`src/rtl/rn_pkg.sv`:
```
// Shared rename-stage constants and tag types.
// Free-list depth is the physical pool left after the identity map.
package rn_pkg;
  localparam int PREG_W   = 6;
  localparam int NAREG    = 32;
  localparam int FL_DEPTH = (1 << PREG_W) - NAREG;
  localparam int FL_IW    = $clog2(FL_DEPTH);

  typedef logic [PREG_W-1:0] ptag_t;

  localparam ptag_t P0 = '0;
endpackage

```
`src/rtl/rn_free_list.sv`:
```
// Circular free list: 2 pops and 2 pushes per cycle.
// retire_head tracks committed allocations for flush recovery.
module rn_free_list
  import rn_pkg::*;
(
  input  logic       clk,
  input  logic       rst,
  input  logic [1:0] pop_cnt,
  input  logic       recover,
  input  logic       push1,
  input  logic       push2,
  input  ptag_t      push_tag1,
  input  ptag_t      push_tag2,
  input  logic [1:0] retire_cnt,
  output ptag_t      head_tag0,
  output ptag_t      head_tag1,
  output ptag_t      free_cnt
);
  ptag_t mem [FL_DEPTH];
  ptag_t head, tail, rhead;
  ptag_t rhead_nxt, tail_nxt;
  logic [FL_IW-1:0] hi0, hi1, ti0, ti1;

  assign hi0 = head[FL_IW-1:0];
  assign hi1 = hi0 + 1'b1;
  assign ti0 = tail[FL_IW-1:0];
  assign ti1 = ti0 + 1'b1;

  assign head_tag0 = mem[hi0];
  assign head_tag1 = mem[hi1];
  assign free_cnt  = tail - head;

  assign rhead_nxt = rhead + ptag_t'(retire_cnt);
  assign tail_nxt  = tail + ptag_t'(push1) + ptag_t'(push2);

  always_ff @(posedge clk) begin
    if (rst) begin
      for (int k = 0; k < FL_DEPTH; k++)
        mem[k] <= ptag_t'(NAREG + k);
      head  <= '0;
      tail  <= ptag_t'(FL_DEPTH);
      rhead <= '0;
    end else begin
      // pushes are packed: cm1 first, gaps closed
      if (push1 && push2) begin
        mem[ti0] <= push_tag1;
        mem[ti1] <= push_tag2;
      end else if (push1) begin
        mem[ti0] <= push_tag1;
      end else if (push2) begin
        mem[ti0] <= push_tag2;
      end
      tail  <= tail_nxt;
      rhead <= rhead_nxt;
      head  <= recover ? rhead_nxt
                       : head + ptag_t'(pop_cnt);
    end
  end

  a_no_overflow: assert property (
    @(posedge clk) disable iff (rst)
    (int'(push1) + int'(push2)) <=
    (FL_DEPTH - int'(free_cnt) + int'(pop_cnt)));
endmodule

```
`src/rtl/rn_rename2.sv`:
```
// 2-wide rename: speculative RAT, commit RAT, free list.
// Flush restores RAT from commit RAT and head from retire_head.
module rn_rename2
  import rn_pkg::*;
(
  input  logic       clk,
  input  logic       rst,
  input  logic       flush,
  input  logic       i1_valid,
  input  logic       i2_valid,
  input  logic       i1_regw,
  input  logic       i2_regw,
  input  logic [4:0] i1_src1,
  input  logic [4:0] i1_src2,
  input  logic [4:0] i1_rdst,
  input  logic [4:0] i2_src1,
  input  logic [4:0] i2_src2,
  input  logic [4:0] i2_rdst,
  input  logic       dn_ready,
  output logic       stall_out,
  output logic       out_fire,
  output ptag_t      i1_psrc1,
  output ptag_t      i1_psrc2,
  output ptag_t      i1_pdst,
  output ptag_t      i1_old_pdst,
  output ptag_t      i2_psrc1,
  output ptag_t      i2_psrc2,
  output ptag_t      i2_pdst,
  output ptag_t      i2_old_pdst,
  input  logic       cm1_valid,
  input  logic       cm2_valid,
  input  logic [4:0] cm1_rdst,
  input  logic [4:0] cm2_rdst,
  input  ptag_t      cm1_pdst,
  input  ptag_t      cm1_old_pdst,
  input  ptag_t      cm2_pdst,
  input  ptag_t      cm2_old_pdst,
  output ptag_t      free_cnt
);
  ptag_t rat      [NAREG];
  ptag_t arat     [NAREG];
  ptag_t arat_nxt [NAREG];

  logic       a1, a2, any_v, fire;
  logic [1:0] need, pop_cnt, retire_cnt;
  logic       push1, push2;
  ptag_t      h0, h1;

  assign a1    = i1_valid & i1_regw & (i1_rdst != '0);
  assign a2    = i2_valid & i2_regw & (i2_rdst != '0);
  assign need  = {1'b0, a1} + {1'b0, a2};
  assign any_v = i1_valid | i2_valid;

  assign fire = any_v & dn_ready & ~flush &
                (free_cnt >= ptag_t'(need));
  assign out_fire  = fire;
  assign stall_out = any_v & ~fire;

  assign i1_pdst = a1 ? h0 : P0;
  assign i2_pdst = a2 ? (a1 ? h1 : h0) : P0;

  assign i1_psrc1 = (i1_src1 == '0) ? P0 : rat[i1_src1];
  assign i1_psrc2 = (i1_src2 == '0) ? P0 : rat[i1_src2];
  assign i1_old_pdst = a1 ? rat[i1_rdst] : P0;

  // slot 2 sees slot 1's new mapping within the group
  assign i2_psrc1 = (i2_src1 == '0) ? P0 :
                    (a1 && i2_src1 == i1_rdst) ? i1_pdst :
                    rat[i2_src1];
  assign i2_psrc2 = (i2_src2 == '0) ? P0 :
                    (a1 && i2_src2 == i1_rdst) ? i1_pdst :
                    rat[i2_src2];
  assign i2_old_pdst = !a2 ? P0 :
                       (a1 && i2_rdst == i1_rdst) ? i1_pdst :
                       rat[i2_rdst];

  assign pop_cnt    = fire ? need : 2'd0;
  assign push1      = cm1_valid & (cm1_old_pdst != P0);
  assign push2      = cm2_valid & (cm2_old_pdst != P0);
  assign retire_cnt = {1'b0, cm1_valid} + {1'b0, cm2_valid};

  always_comb begin
    arat_nxt = arat;
    if (cm1_valid && cm1_rdst != '0)
      arat_nxt[cm1_rdst] = cm1_pdst;
    if (cm2_valid && cm2_rdst != '0)
      arat_nxt[cm2_rdst] = cm2_pdst;
  end

  always_ff @(posedge clk) begin
    if (rst) begin
      for (int k = 0; k < NAREG; k++) begin
        rat[k]  <= ptag_t'(k);
        arat[k] <= ptag_t'(k);
      end
    end else begin
      arat <= arat_nxt;
      if (flush) begin
        rat <= arat_nxt;
      end else if (fire) begin
        if (a1) rat[i1_rdst] <= i1_pdst;
        if (a2) rat[i2_rdst] <= i2_pdst;
      end
    end
  end

  rn_free_list u_fl (
    .clk        (clk),
    .rst        (rst),
    .pop_cnt    (pop_cnt),
    .recover    (flush),
    .push1      (push1),
    .push2      (push2),
    .push_tag1  (cm1_old_pdst),
    .push_tag2  (cm2_old_pdst),
    .retire_cnt (retire_cnt),
    .head_tag0  (h0),
    .head_tag1  (h1),
    .free_cnt   (free_cnt)
  );
endmodule

```
`config.mk`:
```
export PLATFORM = sky130hd
export DESIGN_NAME = rn_rename2
export DESIGN_NICKNAME = d
export VERILOG_FILES = /design/src/rtl/rn_pkg.sv /design/src/rtl/rn_free_list.sv /design/src/rtl/rn_rename2.sv
export SDC_FILE = /design/constraint.sdc
export NUM_CORES = 2
export LEC_CHECK = 0
export CAP_MARGIN = 5
export CORE_MARGIN = 8
export CORE_UTILIZATION = 41
export DETAILED_ROUTE_END_ITERATION = 8
export PLACE_DENSITY = 0.67
export SLEW_MARGIN = 20
export SYNTH_ARGS = -nofsm -noshare
export SYNTH_HDL_FRONTEND = slang
export SYNTH_HIERARCHICAL = 1
export SYNTH_SLANG_ARGS = --single-unit
```
`constraint.sdc`:
```
create_clock -name clk -period 6.2 [get_ports clk]
set_input_delay 0.62 -clock clk [delete_from_list [all_inputs] [get_ports clk]]
set_output_delay 0.62 -clock clk [all_outputs]
set_load 0.03 [all_outputs]
```
* Yosys cells after proc, flatten, opt, wreduce, memory -nomap -nowiden *
Memories as Yosys holds them, arrays and structs flattened. A register that Yosys moved wholly into a read port is not among the register bits.
Cells that the tools add are included.

cells by class
  $add $sub $neg = 9
  order comparisons = 13
  eq/ne operators = 3
  muxes and demuxes = 76
  bitwise logic cells = 23
  reduce and logical (&&, ||, !) cells = 23

operators by type and width
  operator             count
  $mux 192             9
  $bwmux 192           4
  $mux 6               33
  $bmux 6 s5           6
  $demux 6 s5          4
  $ge 6x6->1 const B   8
  $not 5->6            8
  $lt 6x1->1 const B   4
  $logic_not 5->1      4
  $reduce_bool 5->1    4
  $mux 1               16
  $eq 5x5->1           3
  $mux 5               3
  $add 6x1->6          2
  $add 6x2->6          2
  $reduce_bool 6->1    2
  $reduce_or 6->1      2
  $add 5x1->5 const B  2
  $and 1x1->1          10
  $logic_and 1x1->1    10
  $ge 6x2->1           1
  $sub 6x6->6          1
  $add 1x1->2          2
  $or 1x1->1           3
  other kinds (3)      4

storage, ports and cells
  register bits = 402
  RAM bits = 192
  bits of input ports = 74
  output and inout bits = 56
  logic and storage cells = 215
  memories kept = 1

memories
  memory    words  width  read ports  clocked after memory_dff  write ports  line                text
  u_fl.mem  32     6      2           1                         32           rn_free_list.sv:19  ptag_t mem [FL_DEPTH];

* Longest topological paths before layout *
  depth in word-level cells = 14
  gate-level depth with buffers = 23
  gate-level depth less buffers = 18

* By module *
Netlist, hierarchy kept.

modules (own cells, without submodules)
  module        instances  cells each  area each (um^2)  sequential area each (um^2)
  rn_rename2    1          3,238       31,652.9          7,687.4
  rn_free_list  1          1,155       13,172.6          6,125.9

* Least setup slack after synthesis *
Ideal clock, no wire load.

  path type = input to register
  from = in i2_rdst[1]
  to = reg u_fl.head[4]
  library setup time = 119 ps
  arrival = 4,788 ps
  data required time = 6,081 ps
  path slack = 1,293 ps
  cell stages on the path = 21
  buffers on the path = 6
  cell sequence = buf_2 -> buf_1 -> o311ai_0 -> clkbuf_1 -> inv_1 -> ha_1 -> ha_1 -> nand2b_1 -> a211oi_2 -> or2_1 -> buf_4 -> inv_2 -> buf_6 -> buf_2 -> and2_1 -> ha_1 -> inv_1 -> fa_1 -> or3_1 -> xnor2_1 -> a21oi_1

on the way
  word-level cells in the longest chain between the ends = 8

ends and longest elaborated chain
  what                  line                text
  from (decl)           rn_rename2.sv:18    input logic [4:0] i2_rdst,
  $reduce_bool 5->1     rn_rename2.sv:50    assign a2 = i2_valid & i2_regw & (i2_rdst != '0);
  $and 1x1->1           rn_rename2.sv:50
  $add 1x1->2           rn_rename2.sv:51    assign need = {1'b0, a1} + {1'b0, a2};
  $ge 6x2->1            rn_rename2.sv:55    (free_cnt >= ptag_t'(need));
  $and 1x1->1           rn_rename2.sv:54    assign fire = any_v & dn_ready & ~flush &
  named net out_fire    rn_rename2.sv:21    output logic out_fire,
  $mux 2                rn_rename2.sv:77    assign pop_cnt = fire ? need : 2'd0;
  named net pop_cnt[0]  rn_rename2.sv:45    logic [1:0] need, pop_cnt, retire_cnt;
  $add 6x2->6           rn_free_list.sv:56  : head + ptag_t'(pop_cnt);
  $mux 6                rn_free_list.sv:55  head <= recover ? rhead_nxt
  to (signal assigned)  rn_free_list.sv:55
  to (decl)             rn_free_list.sv:20  ptag_t head, tail, rhead;

The timed path passes the listed nets, and every way through them passes these cells.
A chain may end at the register's enable or synchronous reset.

* Worst setup path after layout *
  from = reg u_fl.head[0]
  to = out i2_pdst[5]

on the way
  word-level cells in the longest chain between the ends = 4

ends and longest elaborated chain
  what                 line                text
  $add 5x1->5          rn_free_list.sv:25  assign hi1 = hi0 + 1'b1;
  $mem_v2 32x6         --
  named net h1[5]      rn_rename2.sv:47    ptag_t h0, h1;
  $mux 6 (2 in a row)  rn_rename2.sv:60    assign i2_pdst = a2 ? (a1 ? h1 : h0) : P0;
  to (decl)            rn_rename2.sv:28    output ptag_t i2_pdst,

The timed path passes the listed nets, and every way through them passes these cells.

==> results.sh <==
export IMPL_max_freq_ghz=0.172
export IMPL_ys_top_cells_by_area="dfxtp_1, mux4_2, mux2i_1"
export IMPL_rsz0062_at_grt="false"
export IMPL_grt_pass1_wl_um=282000
export IMPL_cts_root_buf="clkbuf_16"
export IMPL_finalCriticalPeriod_ns=5.81
export IMPL_endpoint_kind="output port"
export IMPL_place_ws_ns=1.17
export IMPL_maxCapViolations=0
export IMPL_ys_ff_latch=594
export IMPL_wl_per_cell_um=34.5
export IMPL_h_tree_depth=3
export IMPL_slew_headroom_pct=20.3
export IMPL_dp_hpwl_um=137000
export IMPL_peakVddDrop_mv=0.185
export IMPL_drtPass1Iterations=8
export IMPL_vias=41700
export IMPL_synth_top_cell_by_area="dfxtp_1"
export IMPL_fp_dieW_um=347
export IMPL_dieHeight_um=347
export IMPL_synthTopCellsByCount="mux2i_1, nor2_1, dfxtp_1"
export IMPL_synth_edf_count=192
export IMPL_rows=121
export IMPL_synth_nets=4486
export IMPL_cts_resized=0
export IMPL_yosysSeqAreaShare_pct=30.8
export IMPL_synth_area_um2=44800
export IMPL_setup_viol=0
export IMPL_fin_area_um2=49300
export IMPL_num_fill_cells=10200
export IMPL_finalCritPeriodShare_pct=93.7
export IMPL_synth_async_reset_ratio_pct=0
export IMPL_insertion_delay_ns=0.68
export IMPL_nets=4362
export IMPL_cts_made_buffers=71
export IMPL_clockBufferDepth=3
export IMPL_core_area_um2=109000
export IMPL_crit_required_ns=5.58
export IMPL_fin_util_pct=45.4
export IMPL_finalClockSkew_ns=0.0371
export IMPL_final_seq_area_um2=13800
export IMPL_drtAntennaViolNets=0
export IMPL_setup_slack_ns=0.391
export IMPL_cts_sinks=594
export IMPL_hp_class="reg -> reg"
export IMPL_grt_pass1_vias=38900
export IMPL_power_density_nw_per_um2=239
export IMPL_yosys_warnings=6
export IMPL_synth_top_area_share_pct=18.0
export IMPL_critPathMaxFanout=51
export IMPL_synth_main_ff_cell="dfxtp_1"
export IMPL_p_total_w=0.0118
export IMPL_grt_overflow=0
export IMPL_post_route_cells_drive_above_1_share_pct=17.8
export IMPL_area_growth_pct=10.0
export IMPL_final_setup_tns_ns=0
export IMPL_drcViolationCount=0
export IMPL_drtIter0Drc=6731
export IMPL_yosysMostFrequentCell="mux2i_1"
export IMPL_gp_congestion=1.09
export IMPL_leakage_nw=17.3
export IMPL_worstSetupPathType="reg -> out"
export IMPL_cts_setup_buffers=0
export IMPL_grt_max_degree=146
export IMPL_io_buffers=129
export IMPL_placedInstanceArea_um2=46900
export IMPL_critical_path_arrival_ns=5.19
export IMPL_grtUsageTotal_pct=31.4
export IMPL_vias_per_cell=7.26
export IMPL_multi_input_area_um2=29000
export IMPL_status="finished, final reports clean"
export IMPL_worstMarginPinSlew_ns=1.19
export IMPL_synthDistinctLibCells=100
export IMPL_synthCells=4393
export IMPL_dieArea_um2=120000
export IMPL_avgSynthCellArea_um2=10.2
export IMPL_initial_core_util_pct=41.2
export IMPL_finalWirelength_um=198000
export IMPL_clk_pin_slew_ns=0.06
export IMPL_pin_count=130
export IMPL_cts_hold_buf=0
export IMPL_cts_tree="yes"
export IMPL_drv_slew=0
export IMPL_grt_antenna_before_repair=13
export IMPL_critPathLaunchType="flop"
export IMPL_hold_viol=0
-- path summary, 6_finish.rpt --
path | start | to | slack, ns | cells past startpoint
worst max-delay path | u_fl/head[0] | i2_pdst[5] | 0.39 | 11
worst max register to register | u_fl/head[1] | rat[6] | 1.30 | 14
worst min-delay path | arat[188] | arat[188] | 0.47 | 1
worst min register to register | arat[188] | arat[188] | 0.47 | 1
-- worst max-delay path, cell delays in order, from the launching register on --
cell,delay [ns]
dfxtp_4,0.91
ha_2,0.39
xor2_2,0.14
buf_4,0.39
mux2_2,0.26
o22ai_1,0.09
a221oi_1,0.70
nand3_1,0.15
a21o_1,0.29
and2_1,0.25
nor2_1,0.23
clkdlybuf4s50_1,0.72
-- routing by layer --
layer	routed length [um]	up-vias	global-route usage (%)
met1	72500	20400	40.7
li1	-	16900	-
met5	229	-	1.08
met2	79900	3547	44.1
met4	14500	14	18.2
met3	30700	786	12.2
-- flip-flops by register name, summed over array words and instances (netlist names) --
signal,cells
arat,192
rat,192
u_fl/mem,192
u_fl/head,6
u_fl/rhead,6
u_fl/tail,6
-- area by class of cell --
type / instances / share of cell area (%)
clock buffers: 96 / 4.02
well taps: 1414 / 3.59
clock inverters: 29 / 0.736
inverters: 45 / 0.345
multi-input cells: 3303 / 58.7
diodes: 8 / 0.0406
flip-flops and latches: 594 / 28.0
repair buffers: 254 / 4.55
-- power breakdown --
| part | internal, W | switching, W | total [W] | leakage, nW |
|---|---|---|---|---|
| registers | 0.00413 | 0.000251 | 0.00439 | 4.86 |
| logic | 0.00105 | 0.00202 | 0.00307 | 11.3 |
| clock network | 0.00245 | 0.00187 | 0.00432 | 1.15 |
| total | 0.00763 | 0.00414 | 0.0118 | 17.3 |
-- kinds of logic (layout without fill, tap and decap cells) --
logic type	after synthesis	after routing	synth area share, %
flops	594	594	30.8
compound gates	1073	1073	17.5
fa+ha+maj	19	19	0.597
xor+xnor	33	33	0.662
other cells	0	8	0
simple gates	1184	1184	13.0
buf+inv	496	424	5.08
mux	994	994	32.4
-- stage by stage --
step,cells,hold slack (ns)
after floorplan,4393,0.438
after CTS,5735,0.471
final,5743,0.470
after global routing,5739,0.486
after detailed placement,5610,0.461
after global placement,5610,0.452
-- layout by cell type (no fill, tap or decap), drive strengths merged, types with 36 or more instances in the layout --
cell           netlist  final
a211oi             165    165
a21o                77     77
a21oi              193    193
a221o              135    135
a22o                57     57
a22oi               36     36
a2bb2oi             51     51
a31oi               43     43
and2                41     41
buf                190    152
clkbuf             261     97
clkdlybuf4s50        0    101
dfxtp              402    402
edfxtp             192    192
inv                 45     51
mux2                59     59
mux2i              580    580
mux4               355    355
nand2              257    257
nand2b              96     96
nand3               85     85
nor2               427    427
nor3                67     67
o21ai              122    122
o22ai               49     49
or3                 47     47
(Power assumes the default switching activity.)
